$ cat config.mk
export PLATFORM = sky130hd
export DESIGN_NAME = md_issue_ctrl
export DESIGN_NICKNAME = d
export VERILOG_FILES = /design/src/rtl/md_issue_ctrl.sv
export SDC_FILE = /design/constraint.sdc
export NUM_CORES = 1
export LEC_CHECK = 0
export ABC_AREA = 1
export CORE_ASPECT_RATIO = 1.75
export CORE_UTILIZATION = 37
export CTS_BUF_LIST = sky130_fd_sc_hd__clkbuf_2
export DETAILED_ROUTE_END_ITERATION = 10
export PLACE_DENSITY_LB_ADDON = 0.12
export SYNTH_ARGS = -nofsm -noshare
export SYNTH_HDL_FRONTEND = slang
export SYNTH_SLANG_ARGS = --single-unit
$ cat constraint.sdc
create_clock -name clk -period 2.5 [get_ports clk]
set_clock_uncertainty 0.15 [all_clocks]
set_input_delay 0.75 -clock clk [delete_from_list [all_inputs] [get_ports clk]]
set_output_delay 0.75 -clock clk [all_outputs]
set_load 0.01 [all_outputs]
$ cat src/rtl/md_issue_ctrl.sv
// md_issue_ctrl: issue controller between the E stage and the multiply/divide unit.
// It latches mult/multu/div/divu/mthi/mtlo requests, sends a one-cycle start
// strobe, then watches md_busy with a watchdog counter. mfhi/mflo are answered
// combinationally from the unit's HI/LO. While an operation is in flight, the
// D-stage multiply/divide-class instructions are held by stall.
module md_issue_ctrl #(
  parameter int unsigned MUL_CYC = 5,
  parameter int unsigned DIV_CYC = 10,
  parameter int unsigned SLACK   = 2
) (
  input  logic        clk,
  input  logic        reset,
  input  logic        req_valid,
  input  logic [5:0]  req_funct,
  input  logic [31:0] req_a,
  input  logic [31:0] req_b,
  output logic        req_ready,
  input  logic        d_valid,
  input  logic        d_is_special,
  input  logic [5:0]  d_funct,
  output logic        stall,
  output logic        md_start,
  output logic [5:0]  md_funct,
  output logic [31:0] md_in1,
  output logic [31:0] md_in2,
  input  logic        md_busy,
  input  logic [31:0] md_hi,
  input  logic [31:0] md_lo,
  output logic [31:0] mf_data,
  output logic        done,
  output logic        err
);

  // Watchdog budgets. Each one is the expected busy time plus the allowed slack.
  localparam int unsigned MUL_LOAD = MUL_CYC + SLACK;
  localparam int unsigned DIV_LOAD = DIV_CYC + SLACK;
  localparam int unsigned MAX_LOAD = (MUL_LOAD > DIV_LOAD) ? MUL_LOAD : DIV_LOAD;
  localparam int unsigned CNT_W    = (MAX_LOAD < 2) ? 1 : $clog2(MAX_LOAD + 1);

  localparam logic [CNT_W-1:0] MUL_LOAD_C = CNT_W'(MUL_LOAD);
  localparam logic [CNT_W-1:0] DIV_LOAD_C = CNT_W'(DIV_LOAD);
  localparam logic [CNT_W-1:0] CNT_ONE    = CNT_W'(1);

  // SPECIAL funct codes handled here.
  localparam logic [5:0] F_MFHI  = 6'b010000;
  localparam logic [5:0] F_MTHI  = 6'b010001;
  localparam logic [5:0] F_MFLO  = 6'b010010;
  localparam logic [5:0] F_MTLO  = 6'b010011;
  localparam logic [5:0] F_MULT  = 6'b011000;
  localparam logic [5:0] F_MULTU = 6'b011001;
  localparam logic [5:0] F_DIV   = 6'b011010;
  localparam logic [5:0] F_DIVU  = 6'b011011;

  typedef enum logic [1:0] {
    S_IDLE  = 2'd0,
    S_ISSUE = 2'd1,
    S_WAIT  = 2'd2
  } state_t;

  // Class decoders.
  function automatic logic f_is_md(input logic [5:0] f);
    return (f == F_MULT) || (f == F_MULTU) || (f == F_DIV) || (f == F_DIVU);
  endfunction

  function automatic logic f_is_mt(input logic [5:0] f);
    return (f == F_MTHI) || (f == F_MTLO);
  endfunction

  function automatic logic f_is_mf(input logic [5:0] f);
    return (f == F_MFHI) || (f == F_MFLO);
  endfunction

  function automatic logic f_is_mul(input logic [5:0] f);
    return (f == F_MULT) || (f == F_MULTU);
  endfunction

  state_t           r_state;
  logic [CNT_W-1:0] r_cnt;
  logic             r_first;     // set only during the first WAIT cycle
  logic [5:0]       r_funct;
  logic [31:0]      r_a;
  logic [31:0]      r_b;
  logic             r_md_start;
  logic             r_err;

  logic             w_req_md;
  logic             w_req_mt;
  logic             w_req_mf;
  logic             w_d_class;
  logic             w_busy_path;
  logic [31:0]      w_mf_data;

  assign w_req_md  = req_valid & f_is_md(req_funct);
  assign w_req_mt  = req_valid & f_is_mt(req_funct);
  assign w_req_mf  = req_valid & f_is_mf(req_funct);
  assign w_d_class = d_valid & d_is_special &
                     (f_is_md(d_funct) | f_is_mt(d_funct) | f_is_mf(d_funct));

  // The HI/LO path is busy when an operation is in flight, or when one is
  // being accepted this cycle.
  assign w_busy_path = (r_state != S_IDLE) | w_req_md | w_req_mt;

  // Move-from answers straight from the unit's HI/LO; zero when no mf request is present.
  always_comb begin
    // NOTE: assign a default before any condition, so that no path leaves
    // w_mf_data unassigned and no latch is inferred.
    w_mf_data = '0;
    if (w_req_mf) begin
      w_mf_data = (req_funct == F_MFHI) ? md_hi : md_lo;
    end
  end

  // Issue FSM: accept, one-cycle start strobe, then the watched wait for md_busy.
  always_ff @(posedge clk or negedge reset) begin
    // NOTE: every control and datapath register resets asynchronously, so the
    // outputs are clean while reset is low, even without a clock. Sequential
    // state uses non-blocking assignments only.
    if (!reset) begin
      r_state    <= S_IDLE;
      r_cnt      <= '0;
      r_first    <= 1'b0;
      r_funct    <= '0;
      r_a        <= '0;
      r_b        <= '0;
      r_md_start <= 1'b0;
      r_err      <= 1'b0;
    end else begin
      r_md_start <= 1'b0;
      case (r_state)
        S_IDLE: begin
          // Move-from and unknown functs are accepted here with no state change.
          if (w_req_md | w_req_mt) begin
            r_funct    <= req_funct;
            r_a        <= req_a;
            r_b        <= req_b;
            r_md_start <= 1'b1;
            r_state    <= S_ISSUE;
          end
        end

        S_ISSUE: begin
          if (f_is_md(r_funct)) begin
            r_cnt   <= f_is_mul(r_funct) ? MUL_LOAD_C : DIV_LOAD_C;
            r_first <= 1'b1;
            r_state <= S_WAIT;
          end else begin
            // mthi/mtlo complete in the unit with the start strobe.
            r_state <= S_IDLE;
          end
        end

        S_WAIT: begin
          r_cnt   <= r_cnt - CNT_ONE;
          r_first <= 1'b0;
          if (!md_busy) begin
            // A unit that never reported busy did not take the start.
            if (r_first) begin
              r_err <= 1'b1;
            end
            r_cnt   <= '0;
            r_state <= S_IDLE;
          end else if (r_cnt <= CNT_ONE) begin
            // The budget is used up while the unit is still busy.
            r_err   <= 1'b1;
            r_cnt   <= '0;
            r_state <= S_IDLE;
          end
        end

        default: begin
          r_state <= S_IDLE;
        end
      endcase
    end
  end

  assign req_ready = (r_state == S_IDLE);
  assign md_start  = r_md_start;
  assign md_funct  = r_funct;
  assign md_in1    = r_a;
  assign md_in2    = r_b;
  assign err       = r_err;
  assign mf_data   = w_mf_data;
  assign stall     = w_d_class & w_busy_path;

  // done marks the last WAIT cycle. The first WAIT cycle is excluded, because
  // a drop of md_busy there is reported as an error.
  assign done = (r_state == S_WAIT) & ~r_first & ~md_busy;

endmodule

== Word-level counts from Yosys, hierarchy flattened ==
Index checks and enable logic that the tools add are counted.
Word-level totals
  register bits: 79
  input port bits: 146
  output and inout port bits: 107
  word-level logic and storage cells: 91
Operators by class
  add/sub/neg operators: 1
  $lt $le $gt $ge: 1
  equal/unequal tests: 26
  muxes and demuxes: 19
  bitwise operators: 15
  reductions and logical operators: 21
Operators with widths (count)
  == test 6 x 5 -> 1 bit, second input constant: 20
  2-to-1 mux 32 bit: 2
  2-to-1 mux 4 bit: 4
  logical OR 1 bit: 13
  bitwise AND 1 bit: 8
  2-to-1 mux 2 bit: 4
  one-hot mux 4 bit (2 select lines): 1
  2-to-1 mux 1 bit: 6
  one-hot mux 2 bit (3 select lines): 1
  AND reduction 2 bit: 3
  nonzero test 2 bit: 3
  OR 1 bit: 5
  <= comparator 4 x 1 -> 1 bit, second input constant: 1
  inequality test 2 x 1 -> 1 bit, second input constant: 2
  subtractor 4 x 1 -> 4 bit, second input constant: 1
  inequality test 3 bit, second input constant: 1
  AND reduction 3 bit: 1
  == test 2 x 1 -> 1 bit, second input constant: 1
  == test 2 bit, second input constant: 1
  zero test 2 bit: 1
  inequality test 2 bit, second input constant: 1
  NOT 1 bit: 2
  one-hot mux 1 bit (2 select lines): 1

== Logic depth before layout (Yosys ltp) ==
  depth after elaboration: 8
  gate-level depth with buffers: 10
  gate-level depth less buffers: 9

== Worst setup path after synthesis ==
No wires, ideal clock.
  path kind: input -> output
  start: input port req_funct[0]
  end: output port mf_data[0]
  arrival: 1.596 ns
  required time: 1.600 ns
  path slack: 0.004 ns
  cell stages on the path: 8
  path buffers: 1
  cells stage by stage: inv_2 > nand2_2 > nor3_1 > nand2_1 > buf_2 > nand2_1 > nand2_1 > nor2_1
Between the ends
  cells in the longest elaborated chain, start to end: 4
  elaborated cells between the ends (all ways): 6
  those cells by class: eq/ne: 2; mux: 2; bitwise: 1; reduce/logical: 1
RTL lines
  from (decl): line 14  | input logic [5:0] req_funct,
  == test 6 x 5 -> 1 bit, on equally long branches: line 70, 109
  logical OR 1 bit: line 70  | return (f == F_MFHI) || (f == F_MFLO);
  bitwise AND 1 bit: line 95  | assign w_req_mf = req_valid & f_is_mf(req_funct);
  2-to-1 mux 32 bit *: line 108  | if (w_req_mf) begin
  to (decl): line 29  | output logic [31:0] mf_data,
Mark *: on every way between the ends. The rest lies on a longest branch, timed or not.

== Worst setup path in the final report ==
  start: input port req_funct[3]
  end: output port mf_data[25]
The elaborated chain is that of the path after synthesis.

==> results.json <==
{
  "drtIter0Drc": 138,
  "cts_root_buf": "clkbuf_2",
  "fmax_mhz": 355,
  "cts_inserted_buffers": 9,
  "setup_ws_ns": -0.313,
  "cts_sinks": 79,
  "grt-ovfl-total": 0,
  "nets": 971,
  "clock_power_share": 0.139,
  "p_leak_uw": 0.00375,
  "critPathCapture": "mf_data[25]",
  "worstPathRequired_ns": 1.60,
  "io_buffers": 249,
  "power_frac_comb": 0.387,
  "cts.path.max_buffers": 2,
  "power.internal_uw": 2500,
  "hpwl_um": 9580,
  "worstReg2RegEnd": "md_in1[6]$_DFFE_PN0P_",
  "avgSynthCellArea_um2": 7.04,
  "grt_first_pass_wirelength_um": 21200,
  "floorplan.rows": 48,
  "power_density_nw_per_um2": 512,
  "insertion_delay_ns": 0.52,
  "cap_violations": 0,
  "seqPwrFrac": 0.473,
  "routed_via_density": 4.65,
  "slew_headroom": 0.669,
  "syn-cell-area_um2": 3810,
  "tritoncts": "yes",
  "die_h_um": 136,
  "reg2reg_from": "r_state[1]$_DFFE_PN0P_",
  "ios": 253,
  "p_total_uw": 3680,
  "fin_util": 0.720,
  "cp.arrival_ns": 1.91,
  "end_kind": "primary output",
  "r2r_slack_ns": 1.00,
  "rsz0062_at_grt": "yes",
  "peakVddDrop_mv": 0.519,
  "dieArea_um2": 10700,
  "htreeDepth": 3,
  "finalCriticalPeriod_ns": 2.81,
  "critPathLaunch": "req_funct[3]",
  "post-route-period-util": 1.13,
  "start_kind": "primary input",
  "ys_seq_area_frac": 0.518,
  "synth_top_area_cell": "dfrtp_1",
  "start_util": 0.383,
  "grtUsageTotal": 0.260,
  "worstHoldPathType": "primary input to flop",
  "ys_ff_latch": 79,
  "drc_errors": 0,
  "violations": "negative setup slack",
  "first_pass_iters": 4,
  "reg2reg_depth": 5,
  "yosys_warnings": 0,
  "path_clk_slew_ns": 0.17,
  "wl_per_cell_um": 15.1,
  "switchingPower_uw": 1180,
  "critPathKind": "primary input to primary output",
  "synth_top_area_share": 0.518,
  "hold_viol": 0,
  "antenna_found_initial": 1,
  "synthDistinctLibCells": 21,
  "vias": 4422,
  "area_delta_synth_final_pct": 88.3,
  "gp_congestion": 0.745,
  "drive_gt1_frac": 0.217,
  "finalSetupViolCount": 33,
  "grt_pass1_vias": 4491,
  "switching_share": 0.320,
  "status": "finished, violations left",
  "die_x_um": 78.7,
  "netlist_top_cells_area": "dfrtp_1 (52%), nand2_1 (28%), nor2_1 (8.4%), inv_1 (4.7%), buf_2 (1.8%)",
  "worst_slew_pin_slew_ns": 0.496,
  "timing.final.max_slew_violations": 0,
  "syn_nets": 690,
  "drtAntennaViolNets": 0,
  "routed_wl_um": 14400,
  "critPathMaxFanout": 8,
  "postSynthCellCount": 542,
  "coreArea_um2": 9970,
  "grt_start_max_net_pins": 40
}
==> critical path, stage by stage <==
cell and delay (ns):
buf_6 0.10, inv_4 0.05, nand2_4 0.05, nor3_4 0.11, nand2_2 0.11, buf_8 0.16, buf_12 0.15, buf_8 0.12
nor2_4 0.13, nor2_4 0.06, buf_6 0.11
==> synth_stat cells <==
cell / instances
a21oi_1: 2
nand3_1: 5
xnor2_1: 1
nand3_2: 1
nand2_1: 280
clkbuf_1: 7
dfrtp_1: 79
nor3b_1: 1
a31o_2: 1
inv_2: 4
o21a_1: 1
nor2_2: 2
ha_1: 2
nor3_1: 1
buf_2: 14
nand2_2: 1
buf_6: 2
inv_1: 48
nor2_1: 85
o21ai_0: 4
or2_2: 1
==> power groups by stage <==
stage,Clock [µW],Combinational [µW],Sequential [µW]
floorplan,0,371,1860
global placement,0,1360,1750
detailed placement,0,1380,1760
CTS,539,1410,1740
global route,579,1550,1770
finish,513,1420,1740
==> worst min-delay path by stage <==
stage,startpoint,endpoint,slack (ns),depth (start not counted)
2_1_floorplan,r_first$_DFFE_PN0P_,r_first$_DFFE_PN0P_,0.29,2
3_3_place_gp,md_in1[9]$_DFFE_PN0P_,md_in1[9]$_DFFE_PN0P_,0.31,2
3_5_place_dp,md_in1[9]$_DFFE_PN0P_,md_in1[9]$_DFFE_PN0P_,0.31,2
4_1_cts,req_funct[0],md_funct[0]$_DFFE_PN0P_,0.28,3
5_1_grt,req_funct[0],md_funct[0]$_DFFE_PN0P_,0.31,3
6_report,req_funct[0],md_funct[0]$_DFFE_PN0P_,0.33,3
==> logic make-up after synthesis <==
logic type	count (synthesis)	synth area share
DFF	79	0.518
adders and majority gates	2	0.00656
AOI/OAI and AO/OA	8	0.0121
xor gates and xnor gates	1	0.00230
and+or+nand+nor	377	0.378
buffers and inverters	75	0.0823
==> metal layers <==
layer,share of wire,vias to the layer above,track usage,wire [µm]
met5,0,-,0,0
met4,0.030,0,0.130,430
met3,0.11,31,0.108,1610
met2,0.52,223,0.474,7540
met1,0.33,2029,0.244,4810
li1,-,2139,-,-
==> timing repair <==
| action | CTS | global route |
|---|---|---|
| cloned | 7 | 0 |
| setup endpoints to repair | 35 | 34 |
| endpoints found under the hold margin | 30 | 0 |
| pin swaps | 33 | 19 |
| hold buffers | 1 | 0 |
| resized for setup | 254 | 51 |
| setup buffers | 11 | 5 |
==> layout by cell type, fill, tap and decap left out, drive strengths merged <==
cell type	n
o21a	1
diode	1
dlygate4sd3	1
clkinv	1
a21oi	2
nand2	281
xnor2	1
ha	2
clkinvlp	1
buf	85
dlymetal6s2s	1
clkbuf	10
nor2	87
nor3b	1
clkdlybuf4s15	2
clkdlybuf4s50	200
or2	1
a31o	1
o21ai	4
dlygate4sd2	4
inv	52
dfrtp	79
nand3	6
nor3	1
==> sequential cells by signal, indices dropped and copies added, names as in the netlist <==
signal,flops
md_funct,6
r_cnt,4
md_in2,32
md_start,1
r_state,2
md_in1,32
r_first,1
err,1
==> through the flow <==
step / setup slack, ns / hold slack [ns] / std cells / area [µm²] / TNS (ns)
after CTS: -0.339 / 0.277 / 945 / 7020 / -8.94
after detailed placement: -1.08 / 0.314 / 916 / 6590 / -35.59
after global routing: -0.373 / 0.307 / 950 / 7180 / -9.80
final: -0.313 / 0.330 / 950 / 7180 / -7.03
after floorplan: 0.00446 / 0.292 / 542 / 3810 / 0
after global placement: -1.05 / 0.311 / 916 / 6590 / -32.25
==> area by class of cell <==
class,instances,area [µm²]
Fill cell,789,2790
Timing Repair Buffer,293,2950
Multi-Input combinational cell,388,1830
Tap cell,125,156
Sequential cell,79,1980
Clock inverter,2,12.5
Clock buffer,10,50.0
Antenna cell,1,2.50
Inverter,52,205
No activity file was read; power rests on OpenSTA's default activity.
==> patch (config.mk and constraints unchanged) <==
Change the parameter `MUL_CYC` from 5 to 6.
--- a/src/rtl/md_issue_ctrl.sv
+++ b/src/rtl/md_issue_ctrl.sv
@@ -4,7 +4,7 @@
 // combinationally from the unit's HI/LO. While an operation is in flight, the
 // D-stage multiply/divide-class instructions are held by stall.
 module md_issue_ctrl #(
-  parameter int unsigned MUL_CYC = 5,
+  parameter int unsigned MUL_CYC = 6,
   parameter int unsigned DIV_CYC = 10,
   parameter int unsigned SLACK   = 2
 ) (
Formal check against the unedited RTL: not equivalent (Yosys sat finds a counterexample within 10 cycles, from zero or initial values and one cycle with reset low).
==> patch against the original RTL <==
- the run still ends with negative setup slack left
- sequential cell count is the same
- cell area rose by 6.0%
- sequential share of layout area decreased by 1.5 points
- via count is 3.3% higher
- routed wire length grew 14%
- sequential power decreased by 3%
- global-route usage rose by 2.9 points
- clock power up 90%
- worst setup slack improved by 0.029 ns
- fmax grew 1.0%
- synthesized area down 2.1%
- power is 13% higher
- critical path type unchanged
- largest cell class unchanged
- highest routed layer unchanged
==> patch: results (changes against the original RTL) <==
[yosys]
yosys-top-cells-area = dfrtp_1 (53%), nand2_1 (21%), o2111ai_1 (7.5%)  ; was dfrtp_1 (52%), nand2_1 (28%), nor2_1 (8.4%)
synth_compound_area_frac = 0.0908  ; was 0.0121
synth_cell_types = 24  ; was 21
synth_common_cells = nand2_1 (207), dfrtp_1 (79), nor2_1 (74)  ; was nand2_1 (280), nor2_1 (85), dfrtp_1 (79)

[routing]
drt_iter0_drc = 264  ; was 138
wl_per_cell_um = 18.2  ; was 15.1 um

[sta]
setup_violations = 33  ; unchanged
setup_tns_ns = -7.34  ; was -7.03 ns
timing.final.ws_setup_ns = -0.285  ; was -0.313 ns

[placed_design]
place_ws_ns = -0.961  ; was -1.08 ns
gp_congestion = 0.840  ; was 0.745
place_inst = 844  ; was 916
place_hpwl_um = 9910  ; was 9580 um

[worst_setup_path]
slowest_delay_ns = 0.20  ; was 0.16 ns
rr_worst_depth = 7  ; was 5
reg2reg_slack_ns = 0.94  ; was 1.00 ns
rr_startpoint = r_cnt[0]$_DFFE_PN0P_  ; was r_state[1]$_DFFE_PN0P_
crit_slowest_cell = nor3_4  ; was buf_8
critPathArrivalTime_ns = 1.88  ; was 1.91 ns

[global_routing]
grtUsageTotal = 0.289  ; was 0.260
antenna_found_initial = 2  ; was 1
grt_pass1_vias = 4576  ; was 4491

[finish]
nets = 920  ; was 971
fill_cells = 662  ; was 789
fin_cells = 904  ; was 950

[power_and_ir_drop]
leakagePower_uw = 0.00362  ; was 0.00375 uW

[outcome]
status = finished, violations left  ; unchanged
violations = negative setup slack  ; unchanged

[min_path]
hold_end = md_funct[3]$_DFFE_PN0P_  ; was md_funct[0]$_DFFE_PN0P_

==> patch: timing repair <==
item,in CTS,in global routing
setup buffers,29,6
endpoints found under the hold margin,20,0
endpoints found under the setup margin,36,36
cloned,8,2
hold buffers,1,0
pin swaps,18,22
resized for setup,243,49
==> patch: layer usage <==
layer | GRT usage | vias to the layer above | part of all wire
met2 | 0.512 | 264 | 0.50
met1 | 0.282 | 2109 | 0.33
met5 | 0 | - | 0
li1 | - | 2110 | -
met4 | 0.194 | 0 | 0.071
met3 | 0.0959 | 85 | 0.094
==> patch: worst max-delay path by stage <==
stage / from / end / slack, ns
floorplan: req_funct[3] / mf_data[0] / -0.006
global placement: req_funct[3] / mf_data[10] / -0.93
detailed placement: req_funct[2] / mf_data[9] / -0.96
CTS: req_funct[3] / mf_data[14] / -0.21
global route: req_funct[0] / mf_data[7] / -0.34
finish: req_funct[0] / mf_data[9] / -0.28
==> patch: power breakdown <==
part / internal, uW / switching [uW]
registers: 1540 / 151
logic: 873 / 627
clock network: 534 / 442
total: 2950 / 1220
==> patch: cell families (layout without fill, tap and decap cells) <==
group,count (synthesis),after routing
other cells,0,2
fa+ha+maj,2,2
xor+xnor,1,1
buf+inv,51,355
flops,79,79
compound gates,43,43
simple gates,297,297
==> patch: cell type report <==
| class | count | area, um^2 | share of cell area |
|---|---|---|---|
| Antenna cell | 2 | 5.00 | 0.000658 |
| Clock buffer | 10 | 50.0 | 0.00658 |
| Clock inverter | 6 | 133 | 0.0174 |
| Inverter | 21 | 83.8 | 0.0110 |
| Multi-Input combinational cell | 343 | 1910 | 0.251 |
| Sequential cell | 79 | 1980 | 0.260 |
| Tap cell | 125 | 156 | 0.0206 |
| Timing Repair Buffer | 318 | 3290 | 0.433 |
